**src/rtl/fetch_pkg.sv**
```systemverilog
// fetch_pkg: shared widths, instruction-format constants and FSM encoding for the fetch stage.
package fetch_pkg;
   localparam int ADDR_W_DEF   = 32;
   localparam int WORD_W_DEF   = 16;
   localparam int IMM_FLAG_BIT = 15;
   localparam logic [31:0] NOP_INSTR = 32'h0000_0000;
   typedef enum logic {FIRST = 1'b0, SECOND = 1'b1} fetch_state_t;
endpackage

```
**src/rtl/ifid_reg.sv**
```systemverilog
// ifid_reg: IF/ID pipeline register holding valid/instr/pc.
//   clk, rst (async active-low)   flush (clears to bubble, wins over load)
//   load (captures *_d)           valid/instr/pc (registered outputs)
module ifid_reg #(
   parameter int ADDR_W  = 32,
   parameter int INSTR_W = 32
) (
   input  logic               clk,
   input  logic               rst,
   input  logic               load,
   input  logic               flush,
   input  logic               valid_d,
   input  logic [INSTR_W-1:0] instr_d,
   input  logic [ADDR_W-1:0]  pc_d,
   output logic               valid,
   output logic [INSTR_W-1:0] instr,
   output logic [ADDR_W-1:0]  pc
);
   always_ff @(posedge clk or negedge rst)
      if (!rst) begin
         valid <= 1'b0;
         instr <= '0;
         pc    <= '0;
      end else if (flush) begin
         valid <= 1'b0;
         instr <= '0;
         pc    <= '0;
      end else if (load) begin
         valid <= valid_d;
         instr <= instr_d;
         pc    <= pc_d;
      end
endmodule

```
**src/rtl/fetch_stage.sv**
```systemverilog
// fetch_stage: instruction fetch with next-PC logic, 1/2-word assembly FSM and IF/ID register.
//   clk, rst (async active-low)
//   pc -> imem_addr, pc_next/pc_we to the PC register
//   imem_data: combinational memory word; stall/redirect/redirect_pc from later stages
//   ifid_valid/ifid_instr/ifid_pc: registered IF/ID outputs
module fetch_stage
   import fetch_pkg::*;
#(
   parameter int ADDR_W = ADDR_W_DEF,
   parameter int WORD_W = WORD_W_DEF
) (
   input  logic                clk,
   input  logic                rst,
   input  logic [ADDR_W-1:0]   pc,
   output logic [ADDR_W-1:0]   pc_next,
   output logic                pc_we,
   output logic [ADDR_W-1:0]   imem_addr,
   input  logic [WORD_W-1:0]   imem_data,
   input  logic                stall,
   input  logic                redirect,
   input  logic [ADDR_W-1:0]   redirect_pc,
   output logic                ifid_valid,
   output logic [2*WORD_W-1:0] ifid_instr,
   output logic [ADDR_W-1:0]   ifid_pc
);
   fetch_state_t        state, state_next;
   logic [WORD_W-1:0]   hold_word;
   logic [ADDR_W-1:0]   hold_pc;
   logic                two_word;
   logic                valid_d;
   logic [2*WORD_W-1:0] instr_d;
   logic [ADDR_W-1:0]   pc_d;

   assign imem_addr = pc;
   assign pc_we     = redirect | ~stall;
   assign pc_next   = redirect ? redirect_pc : pc + ADDR_W'(1);
   // Only meaningful in FIRST; the second word's flag is ignored.
   assign two_word  = imem_data[IMM_FLAG_BIT];

   always_ff @(posedge clk or negedge rst)
      if (!rst) state <= FIRST;
      else      state <= state_next;

   always_comb
      state_next = redirect                      ? FIRST  :
                   stall                         ? state  :
                   (state == FIRST && two_word)  ? SECOND : FIRST;

   always_comb begin
      valid_d = (state == SECOND) | ~two_word;
      instr_d = (state == SECOND) ? {hold_word, imem_data} :
                two_word          ? (2*WORD_W)'(NOP_INSTR) : {imem_data, {WORD_W{1'b0}}};
      pc_d    = (state == SECOND) ? hold_pc : two_word ? '0 : pc;
   end

   always_ff @(posedge clk or negedge rst)
      if (!rst) begin
         hold_word <= '0;
         hold_pc   <= '0;
      end else if (redirect) begin
         hold_word <= '0;
         hold_pc   <= '0;
      end else if (!stall && state == FIRST && two_word) begin
         hold_word <= imem_data;
         hold_pc   <= pc;
      end

   // Redirect flushes even when stalled; a plain stall freezes the register.
   ifid_reg #(.ADDR_W(ADDR_W), .INSTR_W(2*WORD_W)) u_ifid (
      .clk     (clk),
      .rst     (rst),
      .load    (~stall),
      .flush   (redirect),
      .valid_d (valid_d),
      .instr_d (instr_d),
      .pc_d    (pc_d),
      .valid   (ifid_valid),
      .instr   (ifid_instr),
      .pc      (ifid_pc)
   );
endmodule

```
**config.mk**
```make
export PLATFORM = sky130hd
export DESIGN_NAME = fetch_stage
export DESIGN_NICKNAME = d
export VERILOG_FILES = /design/src/rtl/fetch_pkg.sv /design/src/rtl/ifid_reg.sv /design/src/rtl/fetch_stage.sv
export SDC_FILE = /design/constraint.sdc
export NUM_CORES = 1
export LEC_CHECK = 0
export ABC_CLOCK_PERIOD_IN_PS = 4150
export CAP_MARGIN = 0
export CORE_ASPECT_RATIO = 1.4
export CORE_MARGIN = 8
export CORE_UTILIZATION = 60
export DETAILED_ROUTE_END_ITERATION = 10
export DONT_BUFFER_PORTS = 1
export PLACE_DENSITY_LB_ADDON = 0.1
export SLEW_MARGIN = 0
export SYNTH_ARGS = -nofsm -noshare
export SYNTH_HDL_FRONTEND = slang
export SYNTH_SLANG_ARGS = --single-unit
```
**constraint.sdc**
```tcl
create_clock -name clk -period 4.15 [get_ports clk]
set_clock_uncertainty 0.1 [all_clocks]
set_input_delay 0.83 -clock clk [delete_from_list [all_inputs] [get_ports clk]]
set_output_delay 0.83 -clock clk [all_outputs]
set_load 0.02 [all_outputs]
```
==> impl_metrics.yaml <==
status:
  status: "completed"
worst_setup_path:
  cp-start-kind: "input pin"
  endpoint_kind: "primary output"
  required_ns: 3.22
  crit_type: "input pin to primary output"
  crit_path_max_incr_delay_ns: 0.84
  cpMostUsedCell: "or4_1"
  path_cells: "nand4_1, or4_1, or4_1, a31oi_1"
  worstPathArrival_ns: 2.90
  cp_max_fo: 19
  crit_slowest_cell: "or4_1"
sta:
  hold_violations: 0
  tightest_slew_ns: 1.21
  rsz0062_at_grt: "false"
  min_period_over_period_pct: 92.3
  min_period_ns: 3.83
  finalSetupTns_ns: 0
  holdWs_ns: 0.0264
  slew_violations: 0
  maxSlewHeadroom_pct: 19.0
  timing.fmax_ghz: 0.261
  final-setup-viol-count: 0
route:
  drtAntennaViolNets: 0
  wirelength_met1_um: 6500
  met2_length_um: 7520
  drtIter0Drc: 238
  drtPass1Iterations: 5
  wl_met3_um: 1550
  via_per_inst: 6.82
  wl_um: 15800
  wl_per_cell_um: 23.4
  drcViolationCount: 0
  dr_total_vias: 4620
  highest_layer: "met4"
cts:
  cts_buffer_depth: 2
  path_clk_slew_ns: 0.05
  root_buffer: "clkbuf_16"
  insertion_delay_ns: 0.40
  cts_max_level: 4
  cts_buffers: 17
  cts_tree: "done"
  cts_setup_buffers: 0
  cts.sink_count: 114
grt:
  grt_max_degree: 115
  grtUsageTotal_pct: 23.9
  grt_pass1_vias: 4538
  gr-total-overflow: 0
  grt_first_pass_wirelength_um: 25200
  grt_antenna_before_repair: 0
logic_synthesis:
  netlist_area_um2: 5880
  synth_area_per_cell_um2: 9.96
  synth_nets: 676
  synthCells: 591
  synthTopCellsByArea: "dfrtp_1 48%, a22o_1 9.2%, a221oi_1 6.8%"
  synth_top_area_cell: "dfrtp_1"
  synth.distinct_cells: 37
  yosys_register_bits: 114
  yosysWarningCount: 0
  ys_seq_area_share_pct: 48.5
  synth_top_area_share_pct: 48.5
die:
  die_area_um2: 13300
  fp.dieW_um: 99.7
  io_pins: 214
  core-area_um2: 9740
  rows: 43
  die_h_um: 133
  initial_core_util_pct: 60.4
final_layout:
  regArea_um2: 2850
  drive_above_1_share_pct: 8.30
  nNetsFinal: 614
  design_area_um2: 6300
  multi_input_area_um2: 2550
  antenna_cells: 0
  areaGrowthSynthToFinish_pct: 7.00
  num-fill-cells: 784
placement:
  placed_cell_area_um2: 5670
  gp_congestion: 0.818
  io_buffers: 0
  hpwlAfterDp_um: 9950
power_and_ir_drop:
  power.leakage_nw: 2.67
  max-vdd-ir-drop_mv: 0.309
  power.density_nw_per_um2: 477
  p_total_w: 0.00300
flow_run:
  maxCapViolations: 0
min_path:
  hp-class: "input pin to asynchronous set/reset pin"
repair_timing:
item / 4_1_cts / 5_1_grt
resized for setup: 0 / 0
hold endpoints to repair: 0 / 11
hold buffers: 0 / 1
endpoints found under the setup margin: 0 / 0
cells by family (layout without fill, tap and decap cells):
logic type               Yosys count  in the layout  share of synthesized area (%)
XOR/XNOR                          14             14                           2.08
buffers and inverters             98             49                           8.48
adder cells (fa/ha/maj)            1              1                          0.213
AO/OA/AOI/OAI                    161            161                           21.6
multiplexers                       1              1                          0.191
flip-flops                       114            114                           48.5
AND/OR/NAND/NOR                  202            202                           18.9
metal layers:
| metal | vias up | global-route usage [%] |
|---|---|---|
| met2 | 240 | 35.7 |
| met5 | - | 0 |
| li1 | 2071 | - |
| met4 | 0 | 8.53 |
| met1 | 2290 | 31.3 |
| met3 | 19 | 8.41 |
synthesized netlist by cell type, drive strengths merged:
library cell,instances
a31oi,15
xor2,4
nor2b,48
nor3b,1
and4,6
inv,8
xnor2,10
dfrtp,114
a22o,62
and2,1
a221oi,46
or3,4
nor3,49
nand3,9
nor2,25
clkbuf,53
o31ai,12
or3b,1
o31a,2
buf,37
a21oi,4
nand2,25
o21ai,18
nand2b,2
nor4,6
and3,1
nand4,10
or4,14
ha,1
a21o,2
mux2,1
worst max-delay path: cells and delay by family:
kind / cells / cell delay, ns
AND/OR/NAND/NOR: 3 / 1.60
AO/OA/AOI/OAI: 1 / 0.45
sequential cells by signal (all words and copies together), names as in the netlist:
name / count
u_ifid.instr: 32
u_ifid.valid: 1
u_ifid.pc: 32
state: 1
hold_word: 16
hold_pc: 32
where the power goes:
group | total (W) | switching (W) | internal [W]
sequential | 0.00126 | 0.0000910 | 0.00117
clock | 0.00152 | 0.000491 | 0.00103
combinational | 0.000223 | 0.000133 | 0.0000907
total | 0.00300 | 0.000714 | 0.00229
metrics by stage:
stage | cells | utilization [%] | setup WS [ns]
2_1_floorplan | 591 | - | 0.563
3_3_place_gp | 644 | 58.2 | 0.405
3_5_place_dp | 644 | 58.2 | 0.348
4_1_cts | 676 | 64.6 | 0.350
5_1_grt | 677 | 64.7 | 0.266
6_report | 677 | 64.7 | 0.320
final timing paths:
kind | from | to | slack (ns) | cells after the start
max in group asynchronous | rst | hold_word[12] | 2.88 | 1
setup / recovery | pc[7] | pc_next[23] | 0.32 | 4
hold reg to reg | hold_word[15] | hold_word[15] | 0.38 | 1
hold / removal | rst | u_ifid.instr[31] | 0.03 | 0
setup reg to reg | state | hold_pc[7] | 1.51 | 5
min in group clk | hold_word[15] | hold_word[15] | 0.38 | 1
cell usage in the layout, fill, tap and decap left out, drive strengths merged:
master	synthesis	final
a21o	2	2
a21oi	4	4
a221oi	46	46
a22o	62	62
a31oi	15	15
and2	1	1
and3	1	1
and4	6	6
buf	37	8
bufinv	0	4
clkbuf	53	22
clkinv	0	5
clkinvlp	0	1
dfrtp	114	114
dlygate4sd3	0	1
ha	1	1
inv	8	8
mux2	1	1
nand2	25	25
nand2b	2	2
nand3	9	9
nand4	10	10
nor2	25	25
nor2b	48	48
nor3	49	49
nor3b	1	1
nor4	6	6
o21ai	18	18
o31a	2	2
o31ai	12	12
or3	4	4
or3b	1	1
or4	14	14
xnor2	10	10
xor2	4	4
cell type report:
| cell class | count | area share [%] |
|---|---|---|
| multi-input cells | 379 | 40.5 |
| inverters | 8 | 0.477 |
| repair buffers | 9 | 1.11 |
| well taps | 135 | 2.68 |
| clock inverters | 10 | 2.48 |
| clock buffers | 22 | 7.37 |
| flip-flops and latches | 114 | 45.3 |
(Power assumes the default switching activity.)
